`src/rtl/fault_schedule_ctrl.sv`:
```
// fault_schedule_ctrl: programmable fault-injection scheduler.
// Holds NUM_SLOTS (cycle, mask) entries. Once armed, it opens a window on the
// next rising edge of trig. Each enabled slot then drives its XOR mask for
// exactly one cycle, when the window cycle counter equals the slot cycle.
// Optional feature macro FAULT_SCHED_GLITCH_EN adds a per-slot glitch bit, the
// cfg_glitch input and the glitch_req output.
module fault_schedule_ctrl #(
    parameter int NUM_SLOTS = 4,
    parameter int MASK_W    = 8,
    parameter int CNT_W     = 16,
    localparam int ADDR_W   = (NUM_SLOTS > 1) ? $clog2(NUM_SLOTS) : 1,
    localparam int HIT_W    = $clog2(NUM_SLOTS + 1)
) (
    input  logic              clk,
    input  logic              resetn,
    input  logic              trig,
    input  logic              arm,
    input  logic              cfg_we,
    input  logic [ADDR_W-1:0] cfg_addr,
    input  logic              cfg_en,
    input  logic [CNT_W-1:0]  cfg_cycle,
    input  logic [MASK_W-1:0] cfg_mask,
`ifdef FAULT_SCHED_GLITCH_EN
    input  logic              cfg_glitch,
    output logic              glitch_req,
`endif
    output logic              cfg_err,
    output logic [MASK_W-1:0] fault_mask,
    output logic              fault_valid,
    output logic [CNT_W-1:0]  cycle_cnt,
    output logic              busy,
    output logic              done,
    output logic [HIT_W-1:0]  hit_cnt
);

    typedef enum logic [1:0] {S_IDLE, S_ARMED, S_WINDOW} state_t;

    localparam logic [CNT_W-1:0] CNT_MAX = {CNT_W{1'b1}};

    state_t              state_reg;
    logic                trig_q_reg;
    logic                rise_q_reg;
    logic [CNT_W-1:0]    cycle_cnt_reg;
    logic [HIT_W-1:0]    hit_cnt_reg;
    logic [MASK_W-1:0]   fault_mask_reg;
    logic                fault_valid_reg;
    logic                done_reg;
    logic                cfg_err_reg;

    logic                wr_ok;
    logic                enter_win;
    logic                stay_win;
    logic [CNT_W-1:0]    cnt_next;
    logic [NUM_SLOTS-1:0] fire;
    logic [MASK_W-1:0]   mask_next;
    logic [HIT_W-1:0]    fire_cnt;

    logic                slot_en_reg    [NUM_SLOTS];
    logic                slot_fired_reg [NUM_SLOTS];
    logic [CNT_W-1:0]    slot_cycle_reg [NUM_SLOTS];
    logic [MASK_W-1:0]   slot_mask_reg  [NUM_SLOTS];

`ifdef FAULT_SCHED_GLITCH_EN
    logic                 slot_glitch_reg [NUM_SLOTS];
    logic [NUM_SLOTS-1:0] glitch_fire;
    logic                 glitch_req_reg;
    assign glitch_req = glitch_req_reg;
`endif

    // The table only accepts writes while idle, so a running window never
    // sees its schedule change underneath it.
    assign wr_ok     = cfg_we && (state_reg == S_IDLE);
    // rise_q is the registered rise detect, so cycle 0 starts two edges after trig rises.
    assign enter_win = (state_reg == S_ARMED) && rise_q_reg;
    assign stay_win  = (state_reg == S_WINDOW) && trig_q_reg;

    // Next counter value; the masks are matched against this so the registered
    // outputs line up with the cycle_cnt value they belong to.
    always_comb begin
        cnt_next = cycle_cnt_reg;
        if (enter_win) begin
            cnt_next = '0;
        end else if (cycle_cnt_reg != CNT_MAX) begin
            cnt_next = cycle_cnt_reg + CNT_W'(1);
        end
    end

    genvar gi;
    generate
        for (gi = 0; gi < NUM_SLOTS; gi++) begin : g_slot
            // Stale fired flags from the previous window are ignored on window entry.
            assign fire[gi] = (enter_win || stay_win) && slot_en_reg[gi] &&
                              (enter_win || !slot_fired_reg[gi]) &&
                              (slot_cycle_reg[gi] == cnt_next);

            // Slot storage: written in one cycle while idle, cleared by reset.
            always_ff @(posedge clk or negedge resetn) begin
                if (!resetn) begin
                    slot_en_reg[gi]    <= 1'b0;
                    slot_cycle_reg[gi] <= '0;
                    slot_mask_reg[gi]  <= '0;
                end else if (wr_ok && (cfg_addr == ADDR_W'(gi))) begin
                    slot_en_reg[gi]    <= cfg_en;
                    slot_cycle_reg[gi] <= cfg_cycle;
                    slot_mask_reg[gi]  <= cfg_mask;
                end
            end

            // One-shot flag so a saturated counter cannot fire a slot twice.
            always_ff @(posedge clk or negedge resetn) begin
                if (!resetn) begin
                    slot_fired_reg[gi] <= 1'b0;
                end else if (enter_win) begin
                    slot_fired_reg[gi] <= fire[gi];
                end else if (fire[gi]) begin
                    slot_fired_reg[gi] <= 1'b1;
                end
            end

`ifdef FAULT_SCHED_GLITCH_EN
            assign glitch_fire[gi] = fire[gi] && slot_glitch_reg[gi];

            // Glitch bit is stored alongside the rest of the entry.
            always_ff @(posedge clk or negedge resetn) begin
                if (!resetn) begin
                    slot_glitch_reg[gi] <= 1'b0;
                end else if (wr_ok && (cfg_addr == ADDR_W'(gi))) begin
                    slot_glitch_reg[gi] <= cfg_glitch;
                end
            end
`endif
        end
    endgenerate

    // Combine all slots firing this cycle: OR of masks and count of hits.
    always_comb begin
        mask_next = '0;
        fire_cnt  = '0;
        for (int i = 0; i < NUM_SLOTS; i++) begin
            if (fire[i]) begin
                mask_next = mask_next | slot_mask_reg[i];
            end
            fire_cnt = fire_cnt + HIT_W'(fire[i]);
        end
    end

    // Scheduler FSM with registered outputs.
    always_ff @(posedge clk or negedge resetn) begin
        if (!resetn) begin
            state_reg       <= S_IDLE;
            trig_q_reg      <= 1'b0;
            rise_q_reg      <= 1'b0;
            cycle_cnt_reg   <= '0;
            hit_cnt_reg     <= '0;
            fault_mask_reg  <= '0;
            fault_valid_reg <= 1'b0;
            done_reg        <= 1'b0;
            cfg_err_reg     <= 1'b0;
`ifdef FAULT_SCHED_GLITCH_EN
            glitch_req_reg  <= 1'b0;
`endif
        end else begin
            trig_q_reg      <= trig;
            rise_q_reg      <= (state_reg == S_ARMED) && trig && !trig_q_reg;
            cfg_err_reg     <= cfg_we && (state_reg != S_IDLE);
            done_reg        <= 1'b0;
            // fire is already gated by the window, so these are zero outside it
            // and in the closing cycle.
            fault_mask_reg  <= mask_next;
            fault_valid_reg <= |mask_next;
`ifdef FAULT_SCHED_GLITCH_EN
            glitch_req_reg  <= |glitch_fire;
`endif
            case (state_reg)
                S_IDLE: begin
                    if (arm) begin
                        hit_cnt_reg <= '0;
                        state_reg   <= S_ARMED;
                    end
                end
                S_ARMED: begin
                    if (enter_win) begin
                        cycle_cnt_reg <= cnt_next;
                        hit_cnt_reg   <= hit_cnt_reg + fire_cnt;
                        state_reg     <= S_WINDOW;
                    end
                end
                S_WINDOW: begin
                    if (trig_q_reg) begin
                        cycle_cnt_reg <= cnt_next;
                        hit_cnt_reg   <= hit_cnt_reg + fire_cnt;
                    end else begin
                        done_reg  <= 1'b1;
                        state_reg <= S_IDLE;
                    end
                end
                default: state_reg <= S_IDLE;
            endcase
        end
    end

    assign cfg_err     = cfg_err_reg;
    assign fault_mask  = fault_mask_reg;
    assign fault_valid = fault_valid_reg;
    assign cycle_cnt   = cycle_cnt_reg;
    assign busy        = (state_reg != S_IDLE);
    assign done        = done_reg;
    assign hit_cnt     = hit_cnt_reg;

endmodule

```
`config.mk`:
```
export PLATFORM = sky130hd
export DESIGN_NAME = fault_schedule_ctrl
export DESIGN_NICKNAME = d
export VERILOG_FILES = /design/src/rtl/fault_schedule_ctrl.sv
export SDC_FILE = /design/constraint.sdc
export NUM_CORES = 1
export LEC_CHECK = 0
export BUFFER_PORTS_ARGS = -buffer_cell sky130_fd_sc_hd__buf_2
export CORE_ASPECT_RATIO = 0.8
export CORE_MARGIN = 2
export CORE_UTILIZATION = 61
export CTS_CLUSTER_SIZE = 20
export DETAILED_ROUTE_END_ITERATION = 12
export MAX_ROUTING_LAYER = met4
export PLACE_DENSITY = 0.87
export SLEW_MARGIN = 0
export SYNTH_ARGS = -nofsm -noshare
export SYNTH_HDL_FRONTEND = slang
export SYNTH_SLANG_ARGS = --single-unit
```
`constraint.sdc`:
```
create_clock -name clk -period 6.7 [get_ports clk]
set_clock_uncertainty 0.2 [all_clocks]
set_input_delay 1.34 -clock clk [delete_from_list [all_inputs] [get_ports clk]]
set_output_delay 1.34 -clock clk [all_outputs]
set_load 0.03 [all_outputs]
```
==> impl_metrics.py <==
metrics = {
    "global_routing": {
        "grt_overflow": 0,
        "grt_pass1_wl_mm": 38.47,
        "first_global_vias": 6720,
        "antenna_found_initial": 0,
        "groute.usage.overall_pct": 36.03,
        "grt_max_degree": 83,
    },
    "drt": {
        "drc": 0,
        "postRouteWirelength_mm": 24.51,
        "antenna_left": 0,
        "drt_iter0_drc": 923,
        "vias": 6989,
        "wire_per_inst_um": 24.12,
        "avgViaCountPerCell": 6.879,
        "first_pass_iters": 7,
    },
    "placed_design": {
        "gp_congestion": 1.097,
        "place_inst": 984,
        "dp_slack_ns": 0.7203,
        "dp_hpwl_mm": 17.15,
        "portBuffers": 62,
    },
    "cells_and_area": {
        "largest_reg_flops": 64,
        "antennaDiodeCount": 0,
        "nNetsFinal": 864,
        "layout_common_cells": "dfrtp_1 (138), mux2_2 (104), buf_2 (61)",
        "area_growth_pct": 10.93,
        "multi_input_area_mm2": 0.004444,
        "regArea_mm2": 0.003453,
        "mostFrequentLayoutCell": "dfrtp_1",
        "fillers": 1037,
        "layout.cells.non_filler": 1016,
        "layout-drive-gt1-share_pct": 30.50,
    },
    "critical_path": {
        "worstSetupStartpoint": "cycle_cnt[1]",
        "reg2reg_slack_ns": 0.50,
        "crit_fanout": 16,
        "ff2ff_path_depth": 14,
        "cp-end-kind": "register",
        "reg2reg_to": "hit_cnt[1]",
        "worstSetupStartpointType": "register",
        "path_class": "reg -> reg",
        "cp.required_ns": 6.86,
        "critPathArrivalTime_ns": 6.36,
        "rr_startpoint": "cycle_cnt[1]",
    },
    "cts": {
        "cts_buffers": 17,
        "cts_resized": 0,
        "cts_root_buffer": "clkbuf_16",
        "clk_pin_slew_ns": 0.07,
        "cts_hold_buf": 0,
        "cts.sinks": 138,
        "postCtsSetupBuffers": 0,
        "cts_max_level": 4,
        "cts_tree": "done",
        "clock_tree.buffer_depth": 2,
        "insertion_delay_ns": 0.44,
    },
    "sta": {
        "rsz0062_at_grt": "false",
        "worstMarginPinSlew_ns": 0.8647,
        "setup_viol": 0,
        "drv_slew": 0,
        "tns_ns": 0,
        "maxClockFrequency_mhz": 161.3,
        "setup_slack_ns": 0.4991,
        "final.period_utilization_pct": 92.55,
        "maxSlewHeadroom_pct": 41.92,
        "layout_min_cycle_time_ns": 6.201,
        "hold_violations": 0,
    },
    "yosys": {
        "synth.net_count": 825,
        "ys_top_cells_by_area": "dfrtp_1 (42%), mux2_2 (14%), nand2_1 (2.4%), nor2_1 (2.0%), nand3_1 (1.6%)",
        "netlist_instances": 784,
        "yosys.area.top_type": "dfrtp_1",
        "syn_avg_cell_area_um2": 10.56,
        "async_reset_ff_share_pct": 100.0,
        "ys.flop_type": "dfrtp_1",
        "ys_types": 90,
        "synth_edf_count": 0,
        "yosys.area.top_type_share_pct": 41.72,
        "yosys_warnings": 0,
        "syn-cell-area_mm2": 0.008277,
        "ys_ff_latch": 138,
        "yosysSeqAreaShare_pct": 41.72,
    },
    "run": {
        "cap_violations": 0,
    },
    "floorplanning": {
        "placementRows": 38,
        "start_util_pct": 61.73,
        "die_y_um": 108.2,
        "core-area_mm2": 0.01341,
        "chipWidth_um": 134.2,
        "die_area_mm2": 0.01452,
        "io_pins": 63,
    },
    "hold_path": {
        "min_to": "rise_q_reg",
        "hold-path-cell-count": 1,
        "min-delay-start": "trig_q_reg",
        "hold_path_class": "reg -> reg",
    },
    "pwr": {
        "vdd_drop_max_mv": 0.4175,
        "power-per-cell-area_mw_per_mm2": 417.6,
        "leakage_nw": 3.954,
    },
    "outcome": {
        "status": "finished clean",
    },
}
[area by class of cell]
type	instances	share of cell area, %
repair buffers	74	4.429
well taps	180	2.453
multi-input cells	566	48.41
flip-flops and latches	138	37.61
clock buffers	17	4.633
clock inverters	15	1.404
inverters	26	1.063
[critical path: stages (launching register included)]
cell	delay [ns]
dfrtp_1	0.59
ha_1	0.37
nand4_2	0.41
nor4_4	0.91
mux2i_1	0.71
o22ai_1	0.15
nor4_1	0.36
nand4_2	0.41
nor2_1	0.31
fa_1	0.46
fa_1	0.41
inv_1	0.11
fa_1	0.43
nand2b_1	0.15
o21ai_0	0.13
[per-layer routing]
layer | global-route usage, % | share of wire (%) | wire [um] | vias up
met4 | 10.98 | 2.7 | 655 | 0
met3 | 10.45 | 11 | 2596 | 65
li1 | - | - | - | 3048
met2 | 53.53 | 46 | 11270 | 412
met5 | - | 0 | 0 | -
met1 | 48.20 | 41 | 9987 | 3464
[cells by family (layout without fill, tap and decap cells)]
family                   after synthesis  count (layout)  synth area share, %
adder cells (fa/ha/maj)                9               9                1.633
AO/OA/AOI/OAI                        170             170                16.84
AND/OR/NAND/NOR                      246             246                16.95
XOR/XNOR                              28              28                2.963
flip-flops                           138             138                41.72
buffers and inverters                 80             132                4.656
multiplexers                         113             113                15.24
[worst max-delay path by stage]
stage,cells past startpoint,end
2_1_floorplan,15,hit_cnt[1]
3_3_place_gp,14,hit_cnt[1]
3_5_place_dp,14,hit_cnt[1]
4_1_cts,14,hit_cnt[1]
5_1_grt,14,hit_cnt[1]
6_report,14,hit_cnt[1]
[where the power goes]
group / switching (mW) / internal, mW / leakage [nW]
clock: 0.415 / 0.486 / 0.271
combinational: 0.753 / 0.612 / 1.96
sequential: 0.404 / 1.16 / 1.72
total: 1.57 / 2.26 / 3.95
[cells in the mapped netlist (all sizes together) (9+ instances only)]
library cell / number
mux2i: 9
nor4: 16
a21oi: 20
mux2: 104
nand4: 18
nor2: 44
xnor2: 15
xor2: 13
buf: 34
clkbuf: 20
and3: 15
inv: 26
nand2: 55
o21ai: 30
nand3: 30
dfrtp: 138
o32ai: 11
a21o: 9
nor3: 26
a31oi: 11
[metrics by stage]
step | instance area, um^2 | utilization [%] | total power [mW] | hold slack, ns
after floorplan | 8277 | - | 2.387 | 0.2223
after global placement | 8627 | 64.34 | 2.804 | 0.2345
after detailed placement | 8627 | 64.34 | 2.864 | 0.2473
after CTS | 9181 | 68.48 | 3.779 | 0.2532
after global routing | 9181 | 68.48 | 4.000 | 0.2686
final | 9181 | 68.48 | 3.834 | 0.2476
No activity file was read; power rests on OpenSTA's default activity.
